<file path="src/rtl/dff_pkg.sv">
// rtl/dff_pkg.sv - shared constants and helpers for the dff_chain register pipeline
package dff_pkg;

   // Every data bit resets to this value; replicate to the needed width.
   localparam logic RST_DATA_BIT = 1'b0;

   function automatic int count_width(input int depth);
      return $clog2(depth + 1);
   endfunction

endpackage

</file>
<file path="src/rtl/dff_stage.sv">
// rtl/dff_stage.sv - one pipeline stage: data flop plus valid flop with load and valid-clear
module dff_stage
   import dff_pkg::*;
#(
   parameter int WIDTH = 8
) (
   input  logic             clk,
   input  logic             rst_n,
   input  logic             load_i,
   input  logic             clr_i,
   input  logic [WIDTH-1:0] data_i,
   input  logic             valid_i,
   output logic [WIDTH-1:0] data_o,
   output logic             valid_o,
   output logic             valid_nxt_o
);

   logic [WIDTH-1:0] data_q, data_d;
   logic             valid_q, valid_d;

   // Clear wins over load and leaves the data word untouched.
   always_comb begin
      data_d  = data_q;
      valid_d = valid_q;
      if (clr_i) begin
         valid_d = 1'b0;
      end else if (load_i) begin
         data_d  = data_i;
         valid_d = valid_i;
      end
   end

   always_ff @(posedge clk or negedge rst_n) begin
      if (!rst_n) begin
         data_q  <= {WIDTH{RST_DATA_BIT}};
         valid_q <= 1'b0;
      end else begin
         data_q  <= data_d;
         valid_q <= valid_d;
      end
   end

   assign data_o      = data_q;
   assign valid_o     = valid_q;
   assign valid_nxt_o = valid_d;

endmodule

</file>
<file path="src/rtl/dff_chain.sv">
// rtl/dff_chain.sv - DEPTH-stage enabled register chain with valid flags; DFF_CHAIN_TAPS_EN adds taps
module dff_chain
   import dff_pkg::*;
#(
   parameter int WIDTH = 8,
   parameter int DEPTH = 4
) (
   input  logic                           clk,
   input  logic                           rst_n,
   input  logic [WIDTH-1:0]               d,
   input  logic                           d_valid,
   input  logic                           en,
   input  logic                           flush,
   output logic [WIDTH-1:0]               q,
   output logic [WIDTH-1:0]               qbar,
   output logic                           q_valid,
`ifdef DFF_CHAIN_TAPS_EN
   output logic [count_width(DEPTH)-1:0]  count,
   output logic [WIDTH*DEPTH-1:0]         taps
`else
   output logic [count_width(DEPTH)-1:0]  count
`endif
);

   localparam int CW = count_width(DEPTH);

   logic [WIDTH-1:0] stage_data [DEPTH];
   logic [DEPTH-1:0] stage_valid;
   logic [DEPTH-1:0] valid_nxt;
   logic             load;
   logic [CW-1:0]    count_q, count_d;

   assign load = en & ~flush;

   for (genvar k = 0; k < DEPTH; k++) begin : g_stage
      logic [WIDTH-1:0] src_data;
      logic             src_valid;

      if (k == 0) begin : g_head
         assign src_data  = d;
         assign src_valid = d_valid;
      end else begin : g_body
         assign src_data  = stage_data[k-1];
         assign src_valid = stage_valid[k-1];
      end

      dff_stage #(
         .WIDTH (WIDTH)
      ) u_stage (
         .clk         (clk),
         .rst_n       (rst_n),
         .load_i      (load),
         .clr_i       (flush),
         .data_i      (src_data),
         .valid_i     (src_valid),
         .data_o      (stage_data[k]),
         .valid_o     (stage_valid[k]),
         .valid_nxt_o (valid_nxt[k])
      );
   end

   // Count tracks the valid vector the stages are about to load, so both land on the same edge.
   always_comb begin
      count_d = '0;
      for (int k = 0; k < DEPTH; k++) begin
         count_d = count_d + CW'(valid_nxt[k]);
      end
   end

   always_ff @(posedge clk or negedge rst_n) begin
      if (!rst_n) begin
         count_q <= '0;
      end else begin
         count_q <= count_d;
      end
   end

   assign q       = stage_data[DEPTH-1];
   assign qbar    = ~stage_data[DEPTH-1];
   assign q_valid = stage_valid[DEPTH-1];
   assign count   = count_q;

`ifdef DFF_CHAIN_TAPS_EN
   for (genvar k = 0; k < DEPTH; k++) begin : g_taps
      assign taps[k*WIDTH +: WIDTH] = stage_data[k];
   end
`endif

endmodule

</file>
<file path="config.mk">
export PLATFORM = sky130hd
export DESIGN_NAME = dff_chain
export DESIGN_NICKNAME = d
export VERILOG_FILES = /design/src/rtl/dff_pkg.sv /design/src/rtl/dff_stage.sv /design/src/rtl/dff_chain.sv
export SDC_FILE = /design/constraint.sdc
export NUM_CORES = 1
export LEC_CHECK = 0
export CAP_MARGIN = 40
export CORE_AREA = 2 2 52 78
export CTS_BUF_LIST = sky130_fd_sc_hd__clkbuf_2
export CTS_CLUSTER_SIZE = 40
export DETAILED_ROUTE_END_ITERATION = 10
export DIE_AREA = 0 0 54 80
export PLACE_DENSITY = 0.75
export SLEW_MARGIN = 40
export SYNTH_ARGS = -nofsm -noshare
export SYNTH_HDL_FRONTEND = slang
export SYNTH_SLANG_ARGS = --single-unit
</file>
<file path="constraint.sdc">
create_clock -name clk -period 1.6 [get_ports clk]
set_input_delay 0.16 -clock clk [delete_from_list [all_inputs] [get_ports clk]]
set_output_delay 0.16 -clock clk [all_outputs]
set_load 0.01 [all_outputs]
</file>
After elaboration in Yosys (flattened, before gate mapping)
Index checks and enable logic that the tools add are counted.
Storage, ports and cells
  word-level logic and storage cells: 24
  register bits after elaboration: 39
  input bits: 13
  output and inout bits: 20
Cells by class
  muxes and demuxes: 8
  $add $sub $neg: 3
  reductions and logical operators: 1
  bitwise operators: 3
Operators with widths (count)
  $mux 1: 8
  $not 8->8: 1
  $add 2x1->3: 1
  $add 3x1->3: 1
  $add 1x1->2: 1
  $reduce_and 2->1: 1
  $and 1x1->1: 1
  $not 1->1: 1

Logic depth before layout (Yosys ltp)
Gate-level depths: netlist of the first run.
  word-level depth: 7
  depth in mapped cells: 6
  depth with buffers taken out: 5

Cells and area by module
Synthesis of the first run repeated with hierarchy kept, for this count alone.
Unflattened totals
  cells, all modules: 104
  area, all modules: 1719.1 um^2
By module, submodules not included
  dff_stage: times used 4, area each 384.1 um^2, cells an instance 21
  dff_chain: times used 1, area each 182.7 um^2, cells an instance 20

Worst setup path after synthesis of the first run
Ideal clock, no wire load.
  path type: reg2reg
  from: register g_stage[3].u_stage.valid_q
  to: register count_q[1], in the netlist count[1]
  data required time: 1474 ps
  cell stages (with the launch flop): 6
  setup slack: 25 ps
  arrival time: 1449 ps
  path buffers: 0
  cell sequence: dfrtp_1 mux2i_1 nor2_1 fa_1 ha_1 ha_1
Between the ends
  cells in the longest elaborated chain, start to end: 3
RTL lines
  from (decl): line dff_stage.sv:19  | logic valid_q, valid_d;
  from (signal assigned): line dff_stage.sv:39  | valid_q <= valid_d;
  $mux 1: line dff_stage.sv:27  | end else if (load_i) begin
  $mux 1: line dff_stage.sv:25  | if (clr_i) begin
  named net g_stage[3].u_stage.valid_nxt_o: line dff_stage.sv:15  | output logic valid_nxt_o
  $add 3x1->3: line dff_chain.sv:66  | count_d = count_d + CW'(valid_nxt[k]);
  named net count_d[1]: line dff_chain.sv:31  | logic [CW-1:0] count_q, count_d;
  to (signal assigned): line dff_chain.sv:74  | count_q <= count_d;
  to (decl): line dff_chain.sv:31
The timed path passes the listed nets, and every way through them passes these cells.
A chain may end at the register's enable or synchronous reset.

Worst setup path after layout of the first run
  from: input port en
  to: register count_q[1], in the netlist count[1]
Between the ends
  cells in the longest elaborated chain, start to end: 6
  elaborated cells between the ends (all ways): 12
  those cells by class: add/sub (3); mux (8); bitwise (1)
RTL lines
  from (decl): line dff_chain.sv:12  | input logic en,
  $and 1x1->1: line dff_chain.sv:33  | assign load = en & ~flush;
  $mux 1: line dff_stage.sv:27
  $mux 1: line dff_stage.sv:25
  named net g_stage[1].u_stage.valid_nxt_o: line dff_stage.sv:15
  $add 1x1->2: line dff_chain.sv:66
  $add 2x1->3: line dff_chain.sv:66
  $add 3x1->3: line dff_chain.sv:66
  named net count_d[1]: line dff_chain.sv:31
The timed path passes the listed nets, and every way through them passes these cells.

==> run_results.csv, run 1 <==
group,metric,value,unit
worst_setup_path,cp-end-kind,"flop",
floorplanning,dieArea,4320,um2
synthesis,synthAdderAreaFrac,2.69,%
timing,finClkSkew,0.0124,ns
synthesis,yosysTopAreaCell,"dfrtp_1",
place,place_hpwl,1770,um
detailed_routing,ant_nets,0,
cts,cts.sinks,39,
finish,finish.net_count,164,
timing,slew_violations,0,
detailed_routing,vias_per_cell,4.72,
pwr,p_leak,1.16,nW
synthesis,synth.distinct_cells,11,
synthesis,synthesis.nets,112,
synthesis,synthMuxAreaShare,30.6,%
synthesis,synth_edf_count,0,
cts,root_buffer,"clkbuf_2",
finish,stdcell_area,2250,um2
worst_setup_path,start_kind,"primary input",
synthesis,synth-seq-cells,39,
timing,setup_ws,-0.0877,ns
synthesis,synth_compound_area_share,0,%
finish,drive_gt1_share,42.3,%
detailed_routing,routed_wirelength,2650,um
worst_setup_path,critPathMaxFanout,4,
worst_setup_path,worst_ep_required_time,1.89,ns
synthesis,synth.top_cell.area_share,58.3,%
place,pre_cts_ws,-0.565,ns
timing,finalCritPeriodShare,105,%
synthesis,yosysSeqAreaShare,58.3,%
detailed_routing,drc_errors,0,
grt,globalRoute.totalOverflow,0,
synthesis,avgSynthCellArea,17.5,um2
job,drv_cap,0,
worst_setup_path,cp_data_arrival_time,1.98,ns
cts,clkSlewWorstSetupHoldPaths,0.20,ns
synthesis,synthArstFlopShare,100,%
finish,final_util,61.6,%
synthesis,synth_area,1680,um2
timing,hold_viol_final,0,
detailed_routing,num_vias,906,
synthesis,synthSimpleGateAreaFrac,1.72,%
pwr,power.density,1330,nW/um2
outcome,run_status,"complete, but fails checks",
timing,rsz0062_at_grt,"true",
timing,fmax,0.593,GHz
synthesis,synthTopCellsByArea,"dfrtp_1, mux2_4, buf_12, mux2i_1, inv_1",
detailed_routing,wl_per_cell,13.8,um
detailed_routing,wl_met3,181,um
place,dpl_cell_area,2020,um2
timing,worst_slew_pin_slew,0.472,ns
floorplanning,die_y,80,um
worst_setup_path,rrSetupSlack,-0.07,ns
grt,grt_use_total,13.8,%
worst_setup_path,r2r-end,"count[1]",
synthesis,netlist_instances,96,
detailed_routing,drt_iter0_drc,7,
timing,finalCriticalPeriod,1.69,ns
grt,grt_pass1_vias,945,
pwr,power,2.99,mW
synthesis,synth_ff_type,"dfrtp_1",
synthesis,yosysMostFrequentCell,"dfrtp_1",
floorplanning,core-area,3650,um2
grt,grt_max_degree,40,
worst_setup_path,rr_worst_depth,5,
timing,relSlewSlack,68.5,%
place,place.port_buffers,32,
finish,area_growth,34.2,%
cts,cts_inserted_buffers,5,
cts,clk_latency,0.38,ns
cts,clock_path_buffers,2,
detailed_routing,dr_wl_met2,1370,um
detailed_routing,wl_met1,1060,um
synthesis,yosys.area_share.xor_xnor,0,%
outcome,violations,"negative setup slack",
finish,fillers,291,
place,placed_cells,171,
cts,htreeDepth,2,
synthesis,synth_top_family_by_area,"multiplexers",
grt,antenna_found_initial,0,
floorplanning,initial_core_util,45.9,%
detailed_routing,top_layer,"met4",
cts,cts_tree,"built",
place,place.gp.congestion,0.656,
timing,setup_viol,2,
worst_setup_path,r2r_start,"g_stage[0].u_stage.valid_o",
floorplanning,ioPinCount,33,
floorplanning,rows,27,
grt,grt_pass1_wl,4260,um
timing,fin_setup_tns,-0.110,ns
pwr,ir_worst_vdd,1.05,mV
hold_path,hp-class,"primary input to asynchronous set/reset pin",
detailed_routing,first_pass_iters,2,
finish,antenna_cells,0,
worst_setup_path,critPathKind,"primary input to flop",
timing,hold_slack,0.322,ns
synthesis,synth_common_cells,"dfrtp_1, mux2_4, inv_1, mux2i_1, nor2_1",
floorplanning,die_w,54,um
synthesis,yosys_warnings,0,
finish,instances_no_fill,192,
==> logic make-up after synthesis <==
kind of cell | count (synthesis)
fa+ha+maj | 3
buf+inv | 13
simple gates | 5
mux | 36
flops | 39
==> power by group <==
| group | internal [mW] | total [mW] | switching (mW) |
|---|---|---|---|
| sequential | 1.22 | 1.37 | 0.148 |
| clock | 0.265 | 0.582 | 0.318 |
| combinational | 0.723 | 1.04 | 0.318 |
==> worst max-delay path by stage <==
stage / startpoint / endpoint / slack (ns) / depth (start not counted)
6_report: en / count[1] / -0.09 / 6
5_1_grt: g_stage[2].u_stage.valid_o / count[1] / -0.13 / 5
4_1_cts: g_stage[0].u_stage.valid_o / count[1] / -0.10 / 5
3_5_place_dp: en / count[1] / -0.56 / 6
3_3_place_gp: en / count[1] / -0.47 / 6
2_1_floorplan: g_stage[3].u_stage.valid_o / count[1] / 0.03 / 5
==> sequential cells by signal (all words and copies together) (netlist names) <==
signal / flops
g_stage.u_stage.valid_o: 4
count: 3
g_stage.u_stage.data_o: 32
==> final cells by class <==
type                    instances  area, um2  area share, %
clock inverters                 3       43.8           1.95
inverters                       8       30.0           1.34
multi-input cells              44        617           27.4
clock buffers                   5       25.0           1.11
repair buffers                 50        503           22.4
flip-flops and latches         39        976           43.4
well taps                      43       53.8           2.39
==> what timing repair did <==
| action | 4_1_cts | 5_1_grt |
|---|---|---|
| setup endpoints to repair | 3 | 16 |
| setup buffers | 2 | 10 |
| pin swaps | 3 | 2 |
| endpoints found under the hold margin | 39 | 0 |
| hold buffers | 1 | 0 |
| resized for setup | 3 | 12 |
==> critical path, cell delays in order <==
cell and delay (ns):
clkdlybuf4s50_1 0.58, mux2i_1 0.25, nor2_2 0.07, fa_1 0.59, ha_4 0.15, ha_4 0.18
==> routing by layer <==
| metal | vias to the layer above | track usage, % |
|---|---|---|
| li1 | 421 | - |
| met1 | 452 | 15.6 |
| met2 | 27 | 22.9 |
| met3 | 6 | 5.43 |
| met4 | 0 | 5.25 |
| met5 | - | 0 |
==> cells in the final DEF, fill, tap and decap left out, drive strengths merged, types with 2 or more instances in the layout <==
master / count
buf: 18
nor2: 4
dfrtp: 39
ha: 2
clkinv: 2
inv: 8
clkdlybuf4s50: 21
dlymetal6s2s: 10
mux2: 32
mux2i: 4
clkbuf: 5
Note: power is estimated with default switching activity, not from simulation.
==> run 2: changes to the inputs <==
--- a/config.mk
+++ b/config.mk
@@ -5,12 +5,12 @@
 export SDC_FILE = /design/constraint.sdc
 export NUM_CORES = 1
 export LEC_CHECK = 0
-export CAP_MARGIN = 40
-export CORE_AREA = 2 2 52 78
+export ABC_AREA = 1
+export CORE_AREA = 2 2 51 76
 export CTS_BUF_LIST = sky130_fd_sc_hd__clkbuf_2
 export CTS_CLUSTER_SIZE = 40
 export DETAILED_ROUTE_END_ITERATION = 10
-export DIE_AREA = 0 0 54 80
+export DIE_AREA = 0 0 53 78
 export PLACE_DENSITY = 0.75
 export SLEW_MARGIN = 40
 export SYNTH_ARGS = -nofsm -noshare
==> run 2 against run 1 <==
  * The flow still finishes with violations (negative setup slack)
  * Largest power group unchanged
  * Register-to-register slack better by 0.05 ns
  * First-iteration DRC count grew to 3.3 times the previous value
  * Clock skew is 0.0077 ns lower
  * Critical path depth is 1 lower
  * Combinational power is 50% lower
  * Die area is 4.3% lower
  * Flip-flop and latch count stayed put
  * Critical endpoint unchanged
  * Fmax is 4.2% higher
  * Sequential power is 11% lower
  * Highest routed layer unchanged
  * Worst setup slack better by 0.069 ns
==> run_results.csv, run 2 <==
group,metric,value,unit
outcome,run_status,"complete, but fails checks",
outcome,violations,"negative setup slack",
finish,finish.net_count,229,
synthesis,yosysMostFrequentCell,"nand2_1",
floorplanning,initial_core_util,46.1,%
detailed_routing,ant_nets,0,
worst_setup_path,setup.worst_path.start,"g_stage[1].u_stage.valid_o",
cts,cts.sinks,39,
timing,setup_ws,-0.0190,ns
detailed_routing,drt_iter0_drc,23,
place,place.gp.congestion,0.715,
synthesis,synth_area,1580,um2
cts,clock_path_buffers,2,
grt,grt_pass1_wl,4910,um
worst_setup_path,cp-endpoint,"count[1]",
hold_path,hp-class,"primary input to asynchronous set/reset pin",
finish,drive_gt1_share,13.1,%
synthesis,yosysTopAreaCell,"dfrtp_1",
place,pre_cts_ws,-0.539,ns
pwr,power.density,1020,nW/um2
worst_setup_path,rr_worst_depth,5,
synthesis,synth.top_cell.area_share,62.0,%
timing,relSlewSlack,78.3,%
finish,stdcell_area,2080,um2
grt,grt_max_degree,40,
synthesis,synthesis.nets,187,
detailed_routing,wl_per_cell,11.4,um
job,drv_cap,0,
pwr,p_int,1.51,mW
place,place.port_buffers,32,
synthesis,synth_common_cells,"nand2_1, dfrtp_1, nand3_1, inv_1, nor2_1",
grt,grt_use_total,16.1,%
pwr,power_switching,0.612,mW
pwr,p_clk_share,18.1,%
timing,fmax,0.618,GHz
synthesis,synth_ff_type,"dfrtp_1",
worst_setup_path,crit_slowest_cell,"fa_1",
pwr,ir_worst_vdd,0.687,mV
cts,cts_tree,"built",
finish,antenna_cells,0,
pwr,p_leak,1.09,nW
timing,finalCriticalPeriod,1.62,ns
timing,setup_viol,1,
worst_setup_path,r2r-end,"count[1]",
synthesis,synthTopCellsByArea,"dfrtp_1, nand2_1, nand3_1, inv_1, buf_2",
pwr,power,2.12,mW
pwr,p_seq_share,57.6,%
finish,mostFrequentLayoutCell,"nand2_1",
pwr,switching_share,28.9,%
cts,clkSlewWorstSetupHoldPaths,0.17,ns
finish,area_growth,31.8,%
cts,root_buffer,"clkbuf_2",
synthesis,synthArstFlopShare,100,%
synthesis,synth_edf_count,0,
floorplanning,die_y,78,um
timing,slew_violations,0,
timing,rsz0062_at_grt,"true",
detailed_routing,first_pass_iters,4,
floorplanning,dieArea,4130,um2
synthesis,synth-seq-cells,39,
detailed_routing,drc_errors,0,
worst_setup_path,cp-end-kind,"flop",
place,dpl_cell_area,1940,um2
grt,antenna_found_initial,0,
floorplanning,core-area,3420,um2
timing,worst_slew_pin_slew,0.326,ns
timing,hold_viol_final,0,
finish,layout_common_cells,"nand2_1, dfrtp_1, nand3_1",
synthesis,netlist_instances,171,
cts,cts_inserted_buffers,5,
grt,grt_pass1_vias,1173,
grt,globalRoute.totalOverflow,0,
worst_setup_path,rrSetupSlack,-0.02,ns
pwr,combPwrFrac,24.4,%
floorplanning,die_w,53,um
worst_setup_path,worst_ep_required_time,1.89,ns
detailed_routing,num_vias,1227,
finish,largest_register_ffs,32,
floorplanning,rows,26,
worst_setup_path,r2r_start,"g_stage[1].u_stage.valid_o",
worst_setup_path,start_kind,"flop",
worst_setup_path,critPathMaxFanout,2,
synthesis,synth.distinct_cells,12,
synthesis,yosys_warnings,0,
worst_setup_path,critPathKind,"flop to flop",
timing,fin_setup_tns,-0.0190,ns
worst_setup_path,max_stage_delay,0.54,ns
timing,finalCritPeriodShare,101,%
worst_setup_path,cp_data_arrival_time,1.91,ns
synthesis,yosysSeqAreaShare,62.0,%
detailed_routing,routed_wirelength,2910,um
floorplanning,ioPinCount,33,
cts,clk_latency,0.37,ns
synthesis,avgSynthCellArea,9.21,um2
worst_setup_path,cp_cell_sequence,"o21ai_2 -> nor2_2 -> fa_1 -> ha_2 -> ha_4",
timing,finClkSkew,0.00470,ns
place,place_hpwl,1950,um
cts,htreeDepth,2,
detailed_routing,vias_per_cell,4.81,
[run 2: cells by family after synthesis]
family                     share of synthesized area [%]
buffers and inverters                               6.20
adders and majority gates                           2.86
DFF                                                 62.0
and+or+nand+nor                                     27.7
AOI/OAI and AO/OA                                   1.27
[run 2: routing by layer]
layer	vias to the layer above	GRT usage, %	share of wire [%]
li1	616	-	-
met1	581	19.2	41
met2	25	26.1	52
met3	5	4.23	4.4
met4	0	7.95	2.3
met5	-	0	0
[run 2: power by group through the flow]
stage	registers, mW	clock network, mW	logic [mW]
global placement	1.23	0	0.478
detailed placement	1.24	0	0.490
floorplan	1.25	0	0.203
global route	1.24	0.453	0.578
finish	1.22	0.383	0.516
CTS	1.22	0.407	0.495
[run 2: worst min-delay path by stage]
stage                              endpoint  startpoint  cells past startpoint
2_1_floorplan                      count[0]       rst_n                      0
3_3_place_gp   g_stage[0].u_stage.data_o[1]       rst_n                      2
3_5_place_dp   g_stage[0].u_stage.data_o[0]       rst_n                      2
4_1_cts        g_stage[2].u_stage.data_o[1]       rst_n                      3
5_1_grt        g_stage[2].u_stage.data_o[1]       rst_n                      3
6_report       g_stage[1].u_stage.data_o[1]       rst_n                      3
[run 2: layout make-up]
cell class | instances | area [um2]
Sequential cell | 39 | 976
Multi-Input combinational cell | 112 | 532
Clock buffer | 5 | 25.0
Clock inverter | 2 | 8.76
Timing Repair Buffer | 45 | 444
Tap cell | 42 | 52.6
Inverter | 10 | 37.5
Fill cell | 316 | 1340
[run 2: critical path: cells and delay by family (launching register included)]
kind,cells,cell delay (ns)
AO/OA/AOI/OAI,1,0.13
adder cells (fa/ha/maj),3,0.92
AND/OR/NAND/NOR,1,0.06
flip-flops,1,0.42
[run 2: timing repair]
action | in CTS | in global routing
gates cloned | 0 | 0
hold endpoints to repair | 39 | 0
pin swaps | 5 | 0
resized for setup | 5 | 11
hold buffers | 1 | 0
buffers inserted | 0 | 6
setup endpoints to repair | 2 | 9
[run 2: per-stage QoR]
stage,std cells,hold slack (ns),util [%]
after global routing,255,0.211,60.8
after CTS,249,0.224,58.6
final,255,0.241,60.8
after detailed placement,241,0.140,56.8
after global placement,241,0.135,56.8
after floorplan,171,-0.136,-
